==> config.mk <==
export PLATFORM = sky130hd
export DESIGN_NAME = uart_rx_os_flat
export DESIGN_NICKNAME = d
export VERILOG_FILES = /design/src/rtl/uart_pkg.sv /design/src/rtl/uart_rx_os_if.sv /design/src/rtl/uart_baud_tick.sv /design/src/rtl/uart_rx_os.sv /design/src/flat_wrapper.sv
export SDC_FILE = /design/constraint.sdc
export NUM_CORES = 1
export LEC_CHECK = 0
export CAP_MARGIN = 20
export CORE_UTILIZATION = 57
export CTS_CLUSTER_SIZE = 14
export DETAILED_ROUTE_END_ITERATION = 16
export PLACE_DENSITY = 0.85
export SETUP_SLACK_MARGIN = 0.4
export SLEW_MARGIN = 20
export SYNTH_ARGS = -nofsm -noshare
export SYNTH_HDL_FRONTEND = slang
export SYNTH_SLANG_ARGS = --single-unit
==> constraint.sdc <==
create_clock -name clk -period 2.2 [get_ports clk]
set_clock_uncertainty 0.2 [all_clocks]
set_input_delay 0.33 -clock clk [delete_from_list [all_inputs] [get_ports clk]]
set_output_delay 0.33 -clock clk [all_outputs]
set_load 0.005 [all_outputs]
==> src/rtl/uart_pkg.sv <==
// Shared UART definitions: receiver states, oversampling constants and
// divider-width helper used by the receiver, buffer and transmitter.
package uart_pkg;

  typedef enum logic [2:0] {IDLE, START, DATA, STOP, WAIT_HIGH} rx_state_e;

  localparam int OVERSAMPLE = 16;
  localparam int SMP_A      = 7;
  localparam int SMP_B      = 8;
  localparam int SMP_C      = 9;

  function automatic int cnt_w(input int div);
    return (div <= 1) ? 1 : $clog2(div);
  endfunction

endpackage

==> src/rtl/uart_rx_os_if.sv <==
// Byte handshake from the receiver to the downstream word-collecting stage.
interface uart_rx_os_if;
  logic [7:0] rx_data;
  logic       rx_valid;
  logic       rx_ready;

  modport master (output rx_data, output rx_valid, input rx_ready);
  modport slave  (input rx_data, input rx_valid, output rx_ready);
endinterface

==> src/rtl/uart_baud_tick.sv <==
// Oversample tick divider: one-cycle tick every DIV clocks, synchronous clear.
module uart_baud_tick
  import uart_pkg::*;
#(
  parameter int DIV = 78
) (
  input  logic clk,
  input  logic nrst,
  input  logic clr,
  output logic tick
);
  localparam int             W    = cnt_w(DIV);
  localparam logic [W-1:0]   LAST = W'(DIV - 1);

  logic [W-1:0] cnt_q, cnt_d;

  always_comb begin
    cnt_d = cnt_q + 1'b1;
    if (clr || cnt_q == LAST) cnt_d = '0;
  end

  always_ff @(posedge clk or negedge nrst) begin
    if (!nrst) cnt_q <= '0;
    else       cnt_q <= cnt_d;
  end

  assign tick = (cnt_q == LAST) && !clr;
endmodule

==> src/rtl/uart_rx_os.sv <==
// 16x-oversampled 8N1 receiver with majority voting, false-start rejection,
// framing-error detection and a one-byte holding register.
module uart_rx_os
  import uart_pkg::*;
#(
  parameter int FREQ = 12000000,
  parameter int BAUD = 9600,
  parameter int DIV  = FREQ / (BAUD * OVERSAMPLE)
) (
  input  logic            clk,
  input  logic            nrst,
  input  logic            rx,
  uart_rx_os_if.master    rxo,
  output logic            frame_err,
  output logic            overrun,
  output logic            busy
);
  localparam logic [3:0] PH_A    = 4'(SMP_A);
  localparam logic [3:0] PH_B    = 4'(SMP_B);
  localparam logic [3:0] PH_C    = 4'(SMP_C);
  localparam logic [3:0] PH_LAST = 4'(OVERSAMPLE - 1);

  rx_state_e   state_q, state_d;
  logic [3:0]  ph_q, ph_d;
  logic [2:0]  bit_q, bit_d;
  logic [1:0]  smp_q, smp_d;
  logic [7:0]  sh_q, sh_d;
  logic        sync1_q, rxs_q, rxs_dly_q;
  logic [1:0]  fill_q, fill_d;
  logic        armed_q, armed_d;
  logic [7:0]  data_q, data_d;
  logic        valid_q, valid_d, ferr_q, ferr_d, ovr_q, ovr_d;
  logic        tick, start_edge, maj, decide, byte_done, ferr_evt, load;

  // After reset the synchroniser holds 1s, so a low line would look like a
  // fresh edge; start detection stays disarmed until the real pin reads high.
  assign fill_d     = {fill_q[0], 1'b1};
  assign armed_d    = armed_q | (fill_q[1] & rxs_q);
  assign start_edge = (state_q == IDLE) && armed_q && rxs_dly_q && !rxs_q;
  assign maj        = (smp_q[0] & smp_q[1]) | (smp_q[0] & rxs_q) | (smp_q[1] & rxs_q);
  assign decide     = tick && (ph_q == PH_C);

  uart_baud_tick #(.DIV(DIV)) u_tick (
    .clk  (clk),
    .nrst (nrst),
    .clr  (start_edge),
    .tick (tick)
  );

  always_ff @(posedge clk or negedge nrst) begin
    if (!nrst) begin
      state_q   <= IDLE;
      ph_q      <= '0;
      bit_q     <= '0;
      smp_q     <= '0;
      sh_q      <= '0;
      sync1_q   <= 1'b1;
      rxs_q     <= 1'b1;
      rxs_dly_q <= 1'b1;
      fill_q    <= '0;
      armed_q   <= 1'b0;
      data_q    <= '0;
      valid_q   <= 1'b0;
      ferr_q    <= 1'b0;
      ovr_q     <= 1'b0;
    end else begin
      state_q   <= state_d;
      ph_q      <= ph_d;
      bit_q     <= bit_d;
      smp_q     <= smp_d;
      sh_q      <= sh_d;
      sync1_q   <= rx;
      rxs_q     <= sync1_q;
      rxs_dly_q <= rxs_q;
      fill_q    <= fill_d;
      armed_q   <= armed_d;
      data_q    <= data_d;
      valid_q   <= valid_d;
      ferr_q    <= ferr_d;
      ovr_q     <= ovr_d;
    end
  end

  always_comb begin
    state_d = state_q;
    ph_d    = ph_q;
    bit_d   = bit_q;
    smp_d   = smp_q;
    sh_d    = sh_q;
    case (state_q)
      IDLE: if (start_edge) begin
        state_d = START;
        ph_d    = '0;
      end
      WAIT_HIGH: if (rxs_q) state_d = IDLE;
      default: if (tick) begin
        ph_d = ph_q + 1'b1;
        if (ph_q == PH_A) smp_d[0] = rxs_q;
        if (ph_q == PH_B) smp_d[1] = rxs_q;
        if (ph_q == PH_C) begin
          case (state_q)
            START:   if (maj) state_d = IDLE;
            DATA:    sh_d = {maj, sh_q[7:1]};
            STOP:    state_d = maj ? IDLE : WAIT_HIGH;
            default: ;
          endcase
        end
        if (ph_q == PH_LAST) begin
          if (state_q == START) begin
            state_d = DATA;
            bit_d   = '0;
          end else if (state_q == DATA) begin
            if (bit_q == 3'd7) state_d = STOP;
            else               bit_d   = bit_q + 1'b1;
          end
        end
      end
    endcase
  end

  always_comb begin
    busy      = (state_q != IDLE);
    byte_done = (state_q == STOP) && decide && maj;
    ferr_evt  = (state_q == STOP) && decide && !maj;
    // A byte may load in the same cycle the consumer takes the old one.
    load      = byte_done && (!valid_q || rxo.rx_ready);
    data_d    = load ? sh_q : data_q;
    valid_d   = load || (valid_q && !rxo.rx_ready);
    ferr_d    = ferr_evt;
    ovr_d     = byte_done && !load;
  end

  assign rxo.rx_data  = data_q;
  assign rxo.rx_valid = valid_q;
  assign frame_err    = ferr_q;
  assign overrun      = ovr_q;
endmodule

==> src/flat_wrapper.sv <==
// flat-port wrapper written by rule: the top's interface ports become plain ports
module uart_rx_os_flat import uart_pkg::*;
#(
  parameter int FREQ = 12000000,
  parameter int BAUD = 9600,
  parameter int DIV  = FREQ / (BAUD * OVERSAMPLE)
)
  (clk, nrst, rx, frame_err, overrun, busy, rxo_rx_data, rxo_rx_valid, rxo_rx_ready);
  uart_rx_os_if rxo_i ();
  input  logic clk;
  input  logic nrst;
  input  logic rx;
  output logic frame_err;
  output logic overrun;
  output logic busy;
  output wire logic [$bits(rxo_i.rx_data)-1:0] rxo_rx_data;
  output wire logic [$bits(rxo_i.rx_valid)-1:0] rxo_rx_valid;
  input wire logic [$bits(rxo_i.rx_ready)-1:0] rxo_rx_ready;
  assign rxo_rx_data = rxo_i.rx_data;
  assign rxo_rx_valid = rxo_i.rx_valid;
  assign rxo_i.rx_ready = rxo_rx_ready;
  uart_rx_os #(.FREQ(FREQ), .BAUD(BAUD), .DIV(DIV)) u_core (.clk(clk), .nrst(nrst), .rx(rx), .rxo(rxo_i), .frame_err(frame_err), .overrun(overrun), .busy(busy));
endmodule
==> metrics.cfg <==
[die]
die_w_um=61.7
initial_core_util_pct=60.4
die_h_um=61.7
die-area_sq_um=3810
core_sq_um=3360
row_count=21
design.portCount=16

[yosys]
ys_types=43
synth_top_family_by_area=simple AND/OR/NAND/NOR gates
synth_nets=182
synthCells=171
netlist_area_sq_um=2030
seq_area_frac_synth_pct=54.4
synth_ff_type=dfrtp_1
async_flop_share_pct=100
synth_area_per_cell_sq_um=11.9
synth_mux_area_share_pct=11.0
synth_simple_gate_area_share_pct=18.0
synth_fa_ha_area_share_pct=4.81
synth_warnings=0
synth_compound_area_share_pct=5.98
synth_seq_cells=44
synth-edff-count=0
synth_xor_area_share_pct=3.02

[cts]
clockRootBuffer=clkbuf_4
clk_path_buf_depth=2
cts_buffers=5
clock_latency_ns=0.37
cts_tree=done
h-tree-depth=2
clkSinkCount=44
clk_pin_slew_ns=0.13

[placed_design]
gp_congestion=0.860
placed_cell_area_sq_um=2220
dp.cells=230
dpl.hpwl_mm=2.55
buffer_ports.inserted=15
dp_worst_setup_slack_ns=0.0543

[grt]
met3_usage_pct=8.19
grt_max_degree=45
grt.busiest_layer=met2
grt_usage_pct=29.6
antenna_found_initial=0
grt_util_met2_pct=51.2
grt_first_pass_wirelength_mm=7.76
grt_pass1_vias=1643
overflow=0
grt_util_met1_pct=34.9

[worst_setup_path]
startpoint_type=register
cp_max_fo=8
crit_required_ns=2.26
criticalPathCategory=reg2reg
r2r_slack_ns=0.22
arrival_ns=2.05
cp-end-kind=register

[drt]
drt-total-wl_mm=5.63
drc=0
avgViaCountPerCell=6.17
ant_nets=0
drt_pass1_iterations=5
wl_per_cell_um=20.9
vias=1666
drtIter0Drc=100

[job]
maxCapViolCount=0

[finish]
drive_gt1_share_pct=41.1
layout.cells.non_filler=270
nets=234
diodes=0
fin_area_sq_um=2730
area_delta_synth_final_pct=34.3
utilization_pct=81.1

[min_path]
hold_path.class=in2reg

[timing]
clock.fmax_ghz=0.504
slew_headroom_pct=58.6
hold_viol=0
slew_violations=0
tns_ns=0
fin_crit_sh_pct=90.1
hold_ws_ns=0.164
finalCriticalPeriod_ns=1.98
setup_viol=0
worst_pin_slew_ns=0.614
rsz0062_at_grt=true
setup_slack_ns=0.217

[pwr]
leakage_nw=1.48
total_power_mw=1.91
p_per_area_nw_per_um2=700
vdd_drop_max_v=0.000535

[run_status]
status=complete, no violations

-- final timing paths --
path / from / endpoint / depth (start not counted)
max: u_core.state_q[2] / u_core.rxo.rx_data[6] / 6
min: rx / u_core.sync1_q / 1
max reg2reg: u_core.state_q[2] / u_core.rxo.rx_data[6] / 6
min reg2reg: u_core.sync1_q / u_core.rxs_q / 0
max in group asynchronous: nrst / u_core.state_q[0] / 3
min in group asynchronous: nrst / u_core.rxo.rx_data[0] / 3
-- critical path: stages, from the launching register on --
cell and delay, ns:
dfrtp_2 0.44, buf_6 0.12, and4bb_4 0.36, nand3_4 0.10, nor3_4 0.18, buf_12 0.17, mux2_4 0.31
-- metal layers --
metal  wire length (um)  up-vias  share of wire [%]
li1                   -      707                  -
met1               2090      824                 37
met2               2930      101                 52
met3                390       34                6.9
met4                227        0                4.0
met5                  0        -                  0
-- kinds of logic after synthesis --
kind of cell    after synthesis
flops                        44
compound gates               18
fa+ha+maj                     8
buf+inv                      10
mux                          20
other cells                   1
simple gates                 63
xor+xnor                      7
-- flip-flops by register name (all words and copies together) (netlist names) --
register,flops
u_core.rxo.rx_valid,1
u_core.frame_err,1
u_core.armed_q,1
u_core.fill_q,2
u_core.rxo.rx_data,8
u_core.state_q,3
u_core.rxs_dly_q,1
u_core.overrun,1
u_core.rxs_q,1
u_core.smp_q,2
u_core.sync1_q,1
u_core.ph_q,4
u_core.sh_q,8
u_core.bit_q,3
u_core.u_tick.cnt_q,7
-- cell usage after synthesis, drive strengths merged (2+ instances only) --
master   n  area (sq um)
dfrtp   41          1030
nor2b    3          18.8
and4bb   3          45.0
nor3     5          36.3
buf      2          22.5
mux2    18           203
o31ai    2          15.0
nand2   15          56.3
ha       7          87.6
xor2     5          43.8
a21o     2          15.0
o21ai    5          25.0
xnor2    2          17.5
nand3    6          35.0
mux2i    2          20.0
nor4     2          12.5
dfstp    3          78.8
nor2    14          52.6
nand4    5          37.5
a21oi    3          15.0
inv      5          18.8
clkbuf   3          12.5
and2     3          18.8
-- final cells by class --
cell class                      instances  area (sq um)
Clock buffer                            6          51.3
Clock inverter                          2          38.8
Fill cell                             179           636
Inverter                                5          18.8
Multi-Input combinational cell        118          1010
Sequential cell                        44          1110
Tap cell                               46          57.6
Timing Repair Buffer                   49           445
-- layout by cell type (no fill, tap or decap), drive strengths merged, types with 5 or more instances in the layout --
cell type     instances
dfrtp                41
buf                  34
mux2                 18
nand2                15
nor2                 14
dlymetal6s2s         10
ha                    7
clkbuf                7
nand4                 6
nand3                 6
inv                   5
xor2                  5
nor3                  5
o21ai                 5
-- timing repair --
item,4_1_cts,5_1_grt
resized for setup,32,19
setup buffers,19,11
endpoints found under the setup margin,26,46
endpoints found under the hold margin,41,0
hold buffers,1,0
gates cloned,1,0
pin swaps,10,9
-- power breakdown --
part / internal (mW) / switching (mW)
combinational: 0.184 / 0.217
clock: 0.272 / 0.275
sequential: 0.886 / 0.0735
total: 1.34 / 0.566
No activity file was read; power rests on OpenSTA's default activity.
